<file path="src/rtl/dpa_pkg.sv">
// Shared types and default widths for the dot-product engine.
package dpa_pkg;

    localparam int DPA_ADDR_WIDTH = 32;
    localparam int DPA_DATA_WIDTH = 8;
    localparam int DPA_LEN_WIDTH  = 16;
    localparam int DPA_ACC_WIDTH  = 32;

    typedef enum logic [2:0] {
        IDLE,
        RD_A,
        RD_B,
        MAC,
        WR,
        WR_RESP,
        DONE
    } dpa_state_t;

    function automatic int bytes_per_result(input int acc_width, input int data_width);
        return acc_width / data_width;
    endfunction

endpackage

</file>
<file path="src/rtl/dpa_mac.sv">
// Registered multiply-accumulate: acc wraps modulo 2^ACC_WIDTH.
module dpa_mac
    import dpa_pkg::*;
#(
    parameter int DATA_WIDTH = DPA_DATA_WIDTH,
    parameter int ACC_WIDTH  = DPA_ACC_WIDTH
) (
    input  logic                  clk,
    input  logic                  rst_n,
    input  logic                  clr,
    input  logic                  en,
    input  logic [DATA_WIDTH-1:0] a,
    input  logic [DATA_WIDTH-1:0] b,
    output logic [ACC_WIDTH-1:0]  acc
);

    logic [2*DATA_WIDTH-1:0] product;

    assign product = a * b;

    always_ff @(posedge clk) begin
        if (!rst_n) begin
            acc <= '0;
        end else if (clr) begin
            acc <= '0;
        end else if (en) begin
            acc <= acc + ACC_WIDTH'(product);
        end
    end

endmodule

</file>
<file path="src/rtl/dot_product_engine.sv">
// AXI-style master: reads A[i]/B[i] byte pairs, accumulates their products
// and writes the accumulator back little-endian, one transaction at a time.
module dot_product_engine
    import dpa_pkg::*;
#(
    parameter int ADDR_WIDTH = DPA_ADDR_WIDTH,
    parameter int DATA_WIDTH = DPA_DATA_WIDTH,
    parameter int LEN_WIDTH  = DPA_LEN_WIDTH,
    parameter int ACC_WIDTH  = DPA_ACC_WIDTH
) (
    input  logic                  clk,
    input  logic                  rst_n,
    input  logic                  start,
    input  logic [ADDR_WIDTH-1:0] base_a,
    input  logic [ADDR_WIDTH-1:0] base_b,
    input  logic [ADDR_WIDTH-1:0] base_c,
    input  logic [LEN_WIDTH-1:0]  len,
    output logic                  busy,
    output logic                  done,
    output logic [ACC_WIDTH-1:0]  result,
    output logic [ADDR_WIDTH-1:0] awaddr,
    output logic                  awvalid,
    input  logic                  awready,
    output logic [DATA_WIDTH-1:0] wdata,
    output logic                  wvalid,
    input  logic                  wready,
    input  logic                  bvalid,
    output logic                  bready,
    output logic [ADDR_WIDTH-1:0] araddr,
    output logic                  arvalid,
    input  logic                  arready,
    input  logic [DATA_WIDTH-1:0] rdata,
    input  logic                  rvalid,
    output logic                  rready
);

    localparam int NBYTES = bytes_per_result(ACC_WIDTH, DATA_WIDTH);
    localparam int BCW    = $clog2(NBYTES + 1);
    localparam int BSW    = $clog2(NBYTES);

    dpa_state_t            state_reg;
    logic [ADDR_WIDTH-1:0] base_a_reg, base_b_reg, base_c_reg;
    logic [LEN_WIDTH-1:0]  len_reg, idx_reg;
    logic [BCW-1:0]        byte_cnt_reg;
    logic [DATA_WIDTH-1:0] a_reg, b_reg;
    logic                  wr_phase_reg;
    logic [ACC_WIDTH-1:0]  acc;

    logic [LEN_WIDTH:0]    idx_next;
    logic [BCW-1:0]        byte_cnt_next;
    logic [BSW-1:0]        byte_sel;
    logic                  r_hs;
    logic                  mac_clr, mac_en;
    logic [DATA_WIDTH-1:0] acc_bytes [NBYTES];

    assign idx_next      = {1'b0, idx_reg} + (LEN_WIDTH+1)'(1);
    assign byte_cnt_next = byte_cnt_reg + BCW'(1);
    assign byte_sel      = byte_cnt_reg[BSW-1:0];
    assign r_hs          = rvalid && rready;
    assign mac_clr       = (state_reg == IDLE) && start;
    assign mac_en        = (state_reg == MAC);

    dpa_mac #(
        .DATA_WIDTH (DATA_WIDTH),
        .ACC_WIDTH  (ACC_WIDTH)
    ) u_mac (
        .clk   (clk),
        .rst_n (rst_n),
        .clr   (mac_clr),
        .en    (mac_en),
        .a     (a_reg),
        .b     (b_reg),
        .acc   (acc)
    );

    for (genvar gi = 0; gi < NBYTES; gi++) begin : g_bytes
        assign acc_bytes[gi] = acc[gi*DATA_WIDTH +: DATA_WIDTH];
    end

    // wdata is taken straight from acc so the byte just updated by MAC is
    // available on the first WR cycle; acc and byte_cnt are frozen while writing.
    assign wdata  = wr_phase_reg ? acc_bytes[byte_sel] : '0;
    assign bready = (state_reg == WR_RESP) && bvalid;

    always_ff @(posedge clk) begin
        if (!rst_n) begin
            state_reg    <= IDLE;
            base_a_reg   <= '0;
            base_b_reg   <= '0;
            base_c_reg   <= '0;
            len_reg      <= '0;
            idx_reg      <= '0;
            byte_cnt_reg <= '0;
            a_reg        <= '0;
            b_reg        <= '0;
            wr_phase_reg <= 1'b0;
            busy         <= 1'b0;
            done         <= 1'b0;
            result       <= '0;
            awaddr       <= '0;
            awvalid      <= 1'b0;
            wvalid       <= 1'b0;
            araddr       <= '0;
            arvalid      <= 1'b0;
            rready       <= 1'b0;
        end else begin
            done <= 1'b0;
            case (state_reg)
                IDLE: begin
                    if (start) begin
                        base_a_reg   <= base_a;
                        base_b_reg   <= base_b;
                        base_c_reg   <= base_c;
                        len_reg      <= len;
                        idx_reg      <= '0;
                        byte_cnt_reg <= '0;
                        busy         <= 1'b1;
                        if (len == '0) begin
                            state_reg    <= WR;
                            awaddr       <= base_c;
                            awvalid      <= 1'b1;
                            wvalid       <= 1'b1;
                            wr_phase_reg <= 1'b1;
                        end else begin
                            state_reg <= RD_A;
                            araddr    <= base_a;
                            arvalid   <= 1'b1;
                            rready    <= 1'b1;
                        end
                    end
                end
                RD_A: begin
                    if (arvalid && arready) begin
                        arvalid <= 1'b0;
                    end
                    if (r_hs) begin
                        a_reg     <= rdata;
                        state_reg <= RD_B;
                        araddr    <= base_b_reg + ADDR_WIDTH'(idx_reg);
                        arvalid   <= 1'b1;
                    end
                end
                RD_B: begin
                    if (arvalid && arready) begin
                        arvalid <= 1'b0;
                    end
                    if (r_hs) begin
                        b_reg     <= rdata;
                        rready    <= 1'b0;
                        state_reg <= MAC;
                    end
                end
                MAC: begin
                    idx_reg <= idx_next[LEN_WIDTH-1:0];
                    if (idx_next < {1'b0, len_reg}) begin
                        state_reg <= RD_A;
                        araddr    <= base_a_reg + ADDR_WIDTH'(idx_next[LEN_WIDTH-1:0]);
                        arvalid   <= 1'b1;
                        rready    <= 1'b1;
                    end else begin
                        state_reg    <= WR;
                        awaddr       <= base_c_reg;
                        awvalid      <= 1'b1;
                        wvalid       <= 1'b1;
                        wr_phase_reg <= 1'b1;
                    end
                end
                WR: begin
                    if (awvalid && awready) begin
                        awvalid <= 1'b0;
                    end
                    if (wvalid && wready) begin
                        wvalid <= 1'b0;
                    end
                    if ((!awvalid || awready) && (!wvalid || wready)) begin
                        state_reg <= WR_RESP;
                    end
                end
                WR_RESP: begin
                    if (bvalid) begin
                        byte_cnt_reg <= byte_cnt_next;
                        if (byte_cnt_next < BCW'(NBYTES)) begin
                            state_reg <= WR;
                            awaddr    <= base_c_reg + ADDR_WIDTH'(byte_cnt_next);
                            awvalid   <= 1'b1;
                            wvalid    <= 1'b1;
                        end else begin
                            state_reg    <= DONE;
                            result       <= acc;
                            done         <= 1'b1;
                            busy         <= 1'b0;
                            wr_phase_reg <= 1'b0;
                        end
                    end
                end
                DONE: begin
                    state_reg <= IDLE;
                end
                default: begin
                    state_reg <= IDLE;
                end
            endcase
        end
    end

endmodule
</file>
<file path="config.mk">
export PLATFORM = sky130hd
export DESIGN_NAME = dot_product_engine
export DESIGN_NICKNAME = d
export VERILOG_FILES = /design/src/rtl/dpa_pkg.sv /design/src/rtl/dpa_mac.sv /design/src/rtl/dot_product_engine.sv
export SDC_FILE = /design/constraint.sdc
export NUM_CORES = 1
export LEC_CHECK = 0
export ABC_CLOCK_PERIOD_IN_PS = 7700
export BUFFER_PORTS_ARGS = -buffer_cell sky130_fd_sc_hd__buf_2
export CORE_AREA = 2 2 248 250
export CTS_BUF_LIST = sky130_fd_sc_hd__clkbuf_4
export DETAILED_ROUTE_END_ITERATION = 6
export DIE_AREA = 0 0 250 252
export HOLD_SLACK_MARGIN = 0.03
export PLACE_DENSITY = 0.47
export SYNTH_ARGS = -nofsm -noshare
export SYNTH_HDL_FRONTEND = slang
export SYNTH_HIERARCHICAL = 1
export SYNTH_SLANG_ARGS = --single-unit
</file>
<file path="constraint.sdc">
create_clock -name clk -period 7.7 [get_ports clk]
set_clock_uncertainty 0.1 [all_clocks]
set_input_delay 1.155 -clock clk [delete_from_list [all_inputs] [get_ports clk]]
set_output_delay 1.155 -clock clk [all_outputs]
set_load 0.01 [all_outputs]
</file>
After elaboration in Yosys (flattened, before gate mapping)
Index checks and enable logic that the tools add are counted.
- add/sub/neg operators: 6
- multipliers: 1
- magnitude comparators: 3
- eq/ne operators: 18
- muxes and demuxes: 52
- bitwise logic cells: 3
- reduce and logical (&&, ||, !) cells: 37
- operators with widths (kind ; count):
    2-to-1 mux 32 bit ; 9
    one-hot mux 32 bit (3 select lines) ; 2
    adder 32 x 16 -> 32 bit ; 3
    adder 32 x 3 -> 32 bit ; 1
    one-hot mux 16 bit (2 select lines) ; 1
    2-to-1 mux 3 bit ; 9
    2-to-1 mux 8 bit ; 3
    inequality test 2 bit, second input constant ; 10
    one-hot mux 3 bit (6 select lines) ; 1
    adder 16 x 1 -> 17 bit, second input constant ; 1
    < comparator 17 x 16 -> 1 bit ; 1
    2-to-1 mux 1 bit ; 17
    binary-select mux 8 bit (select 2 bit) ; 1
    logical NOT 16 bit ; 1
    multiplier 8 x 8 -> 16 bit ; 1
    2-to-1 mux 16 bit ; 1
    AND reduction 5 bit ; 3
    AND reduction 7 bit ; 2
    one-hot mux 1 bit (4 select lines) ; 3
    AND reduction 6 bit ; 2
    AND reduction 3 bit ; 3
    nonzero test 3 bit ; 3
    AND reduction 2 bit ; 4
    AND reduction 4 bit ; 2
    20 further kinds ; 36
- bits in registers: 285
- input bits: 128
- output and inout port bits: 111
- word-level logic and storage cells: 140

Depth between registers and ports, before layout
- depth after elaboration: 5
- gate-level depth with buffers: 19
- gate-level depth less buffers: 17

Hierarchy
The synthesis kept the hierarchy.
- modules (own cells, without submodules) (module ; times used ; cells an instance ; area each (sq um) ; seq. area each (sq um)):
    dot_product_engine ; 1 ; 1813 ; 13827.0 ; 5064.9
    dpa_mac ; 1 ; 508 ; 4169.0 ; 640.6

Worst setup path after synthesis
No wires, ideal clock.
- path type: flip-flop to flip-flop
- from: reg b_reg[0]
- to: reg u_mac.acc[30]
- setup time: 0.071 ns
- arrival time: 4.364 ns
- slack: 3.166 ns
- cell stages (with the launch flop): 18
- buffers on the path: 2
- period minus slack after synthesis: 4.534 ns
- path through: dfxtp_1 -> clkbuf_1 -> nand2_1 -> fa_1 -> inv_1 -> fa_1 -> fa_1 -> inv_1 -> fa_1 -> inv_1 -> ha_1 -> a21o_1 -> a31o_2 -> o21bai_2 -> o211a_1 -> buf_6 -> or4_1 -> a21oi_1
- cells in the longest elaborated chain, start to end: 2
- RTL lines (what ; line ; text):
    start: declaration ; dot_product_engine.sv:45 ; logic [DATA_WIDTH-1:0] a_reg, b_reg;
    start signal: assignment ; dot_product_engine.sv:148 ; b_reg <= rdata;
    multiplier 8 x 8 -> 16 bit ; dpa_mac.sv:19 ; assign product = a * b;
    adder 32 x 16 -> 32 bit ; dpa_mac.sv:27 ; acc <= acc + ACC_WIDTH'(product);
    end signal: assignment ; dpa_mac.sv:27 ;
    end: declaration ; dpa_mac.sv:14 ; output logic [ACC_WIDTH-1:0] acc
No other way between the ends.
A chain may end at the register's enable or synchronous reset.

Final worst setup path
- from: reg idx_reg[3]
- to: reg awaddr[21]
- cells in the longest elaborated chain, start to end: 4
- RTL lines (what ; line ; text):
    start: declaration ; dot_product_engine.sv:43 ; logic [LEN_WIDTH-1:0] len_reg, idx_reg;
    start signal: assignment ; dot_product_engine.sv:154 ; idx_reg <= idx_next[LEN_WIDTH-1:0];
    adder 16 x 1 -> 17 bit ; dot_product_engine.sv:56 ; assign idx_next = {1'b0, idx_reg} + (LEN_WIDTH+1)'(1);
    < comparator 17 x 16 -> 1 bit ; dot_product_engine.sv:155 ; if (idx_next < {1'b0, len_reg}) begin
    inequality test 2 bit (no source line) ; -- ;
    AND reduction 6 bit (no source line) ; -- ;
    end signal: assignment ; dot_product_engine.sv:120 ; awaddr <= base_c;
    end signal: assignment ; dot_product_engine.sv:162 ; awaddr <= base_c_reg;
    end signal: assignment ; dot_product_engine.sv:184 ; awaddr <= base_c_reg + ADDR_WIDTH'(byte_cnt_next);
    end: declaration ; dot_product_engine.sv:21 ; output logic [ADDR_WIDTH-1:0] awaddr,
No other way between the ends.

==> reports/qor.csv <==
stage;metric;value;unit
clocking;CTS resizes;0;
sta;Final min period;4820;ps
floorplan;num ports;239;
yosys;syn_area_per_cell;7.75;um^2
power_and_ir_drop;Leak Pwr;0.00894;uW
sta;RSZ-0062 raised after global routing;no;
floorplan;Die ar.;0.0630;mm^2
global_routing;largest net degree at the start of global routing;95;
detailed_routing;DRT iter0 DRCs;1053;
sta;worst hold slack;349;ps
detailed_routing;Residual DRC;0;
final_layout;Sequential Area;0.00571;mm^2
sta;fmax;0.207;GHz
floorplan;initial core utilization;0.299;
yosys;most common cell in the netlist;nand2_1;
yosys;Mapped Nets;2595;
yosys;Synth Instances;2321;
clocking;H-tree Lvls;3;
worst_setup_path;critical path data arrival time;5430;ps
clocking;cts bufs inserted;87;
sta;Slew Limit Fails;0;
final_layout;Area growth, synth to finish;16.0;%
worst_setup_path;CP dominant cell by count;nand3_1;
detailed_routing;routed via count;17500;
worst_setup_path;Critical Path RT;8300;ps
yosys;cell taking the most area after synthesis;dfxtp_1;
floorplan;core area;0.0601;mm^2
final_layout;combined area of the multi-input logic cells;0.0112;mm^2
placement;Placed Cells;3225;
min_path;HP Class;register to register;
global_routing;first-pass GRT wire length;96500;um
final_layout;fin cells;3373;
global_routing;grt ovf;0;
detailed_routing;vias per cell;5.18;
global_routing;number of global-route vias before repair;17300;
worst_setup_path;Worst Path Max Fanout;65;
clocking;CTS tree;done;
sta;Final Hold Viols;0;
final_layout;fill cell count;6533;
worst_setup_path;Worst Setup End Kind;register;
clocking;clk sinks;285;
yosys;EDFF count, synth;0;
yosys;Post-synth top flop;dfxtp_1;
worst_setup_path;crit-path max cell delay;600;ps
clocking;post-cts hold buffer count;0;
sta;Rel. slew slack;0.173;
yosys;post-synthesis register bit count;285;
floorplan;row cnt;90;
power_and_ir_drop;Power Density;291;mW/mm^2
clocking;Post-CTS Setup Bufs;0;
detailed_routing;drt total wl;61200;um
yosys;Synth warnings;6;
yosys;unique cell type count in the Yosys netlist;83;
clocking;Clock transition at path regs;60;ps
yosys;Async SR Flop Fraction;0;
worst_setup_path;crit-path cells;and3_1 > nand3_1 > or2_1 > nor3_1 > nand3_1 > xnor2_1 > ha_1 > nand3_1 > nor2_1 > o21ai_0 > a211oi_1 > o31a_1 > nor3b_4 > buf_4 > nor2_1 > a311oi_1;
yosys;top cells by area, synth;dfxtp_1 32%, nand2_1 9.9%, a21oi_1 7.3%, ha_1 6.5%, fa_1 5.9%;
yosys;most frequent cells after synthesis;476 x nand2_1, 285 x dfxtp_1, 263 x a21oi_1;
sta;Tcrit/Tclk final;0.627;
sta;setup violators final;0;
global_routing;global router's overall resource usage;0.193;
detailed_routing;drt wl/cell;18.2;um
clocking;clock buffer depth;3;
worst_setup_path;critical path class;register to register;
yosys;Mapped Area;0.0180;mm^2
power_and_ir_drop;Peak VDD IR;0.000181;V
final_layout;share of cells above drive strength 1;0.173;
floorplan;Die Ht;252;um
yosys;Seq/Total Area, Yosys;0.317;
worst_setup_path;Critical Path Start Type;register;
placement;Post-DP HPWL;44100;um
global_routing;initial antenna violation count;3;
clocking;worst skew pair latency;840;ps
placement;gpl congestion;0.858;
clocking;Root Buffer;clkbuf_4;
final_layout;Final nets;2806;
placement;# port buffers;238;
floorplan;Die X;250;um
worst_setup_path;CP max stage cell;buf_4;
run_status;status;completed;
flow_run;maxcap violations;0;
sta;pin slew with the least headroom to its limit;1230;ps
detailed_routing;first drt pass iteration count;5;
yosys;Synth top area share;0.317;
sta;Fin Setup TNS;0;ps
detailed_routing;Routed Antenna Nets;0;
-- final timing paths --
| path | slack (ps) | to | from | cells after the start |
|---|---|---|---|---|
| min | 350 | araddr[3] | araddr[3] | 2 |
| min reg2reg | 350 | araddr[3] | araddr[3] | 2 |
| max reg2reg | 2880 | awaddr[21] | idx_reg[3] | 16 |
| max | 2880 | awaddr[21] | idx_reg[3] | 16 |
-- layer usage --
metal  GRT usage  wire length, um  vias up
met4      0.0679             1430        0
met5           0                0        -
met3      0.0307             2960       81
li1            -                -     8540
met2       0.321            29000      472
met1       0.252            27900     8369
-- stage by stage --
stage	power, uW	worst slack, ps	util	area, um^2
5_1_grt	6550	2430	0.347	20900
2_1_floorplan	3750	3170	-	18000
6_report	6070	2880	0.347	20900
3_5_place_dp	4580	2890	0.329	19800
3_3_place_gp	4550	3000	0.329	19800
4_1_cts	6180	2880	0.347	20900
-- power by group --
group	total [uW]	switching [uW]	internal, uW
Combinational	2340	1560	779
Clock	1540	720	823
Sequential	2190	348	1840
-- critical path, delay by kind of cell, from the launching register on --
kind / cells / cell delay [ps]
AND/OR/NAND/NOR: 9 / 1860
XOR/XNOR: 1 / 200
buffers and inverters: 1 / 600
AO/OA/AOI/OAI: 4 / 1140
adder cells (fa/ha/maj): 1 / 320
flip-flops: 1 / 460
-- placed cells by master, fill, tap and decap left out, types with 6 or more instances in the layout --
| cell type | instances |
|---|---|
| nor3_1 | 31 |
| buf_2 | 238 |
| o21a_1 | 7 |
| o211ai_1 | 17 |
| nor2b_1 | 13 |
| buf_4 | 18 |
| fa_1 | 53 |
| a21oi_1 | 262 |
| and3_1 | 25 |
| or3_1 | 9 |
| and2_1 | 51 |
| o31ai_1 | 11 |
| nor4_1 | 18 |
| or2_2 | 6 |
| dfxtp_1 | 284 |
| xor2_1 | 24 |
| a211oi_1 | 13 |
| nand2b_1 | 17 |
| a31oi_1 | 25 |
| o21ai_0 | 93 |
| mux4_2 | 8 |
| ha_1 | 93 |
| nor2_1 | 141 |
| a21o_1 | 27 |
| o22ai_1 | 8 |
| clkbuf_4 | 121 |
| nand2_1 | 476 |
| nand4_1 | 30 |
| a211oi_2 | 13 |
| a221oi_1 | 23 |
| clkinv_1 | 12 |
| a311oi_1 | 13 |
| and4_1 | 9 |
| nand3b_1 | 6 |
| mux2i_1 | 33 |
| a22oi_1 | 13 |
| xnor2_1 | 49 |
| inv_1 | 132 |
| clkinv_2 | 7 |
| nand3_1 | 65 |
-- layout make-up --
type                    instances  share of cell area
flip-flops and latches        285               0.273
well taps                     782              0.0469
inverters                     135              0.0246
clock inverters                26             0.00947
diodes                          1            0.000120
repair buffers                256              0.0635
multi-input cells            1767               0.539
clock buffers                 121              0.0435
-- kinds of logic (layout without fill, tap and decap cells) --
family,Yosys count,in the layout,share of synthesized area
AND/OR/NAND/NOR,927,927,0.234
AO/OA/AOI/OAI,579,579,0.201
flip-flops,285,285,0.317
buffers and inverters,269,538,0.0597
adder cells (fa/ha/maj),146,146,0.124
XOR/XNOR,73,73,0.0355
multiplexers,42,42,0.0290
other,0,1,0
No activity file was read; power rests on OpenSTA's default activity.
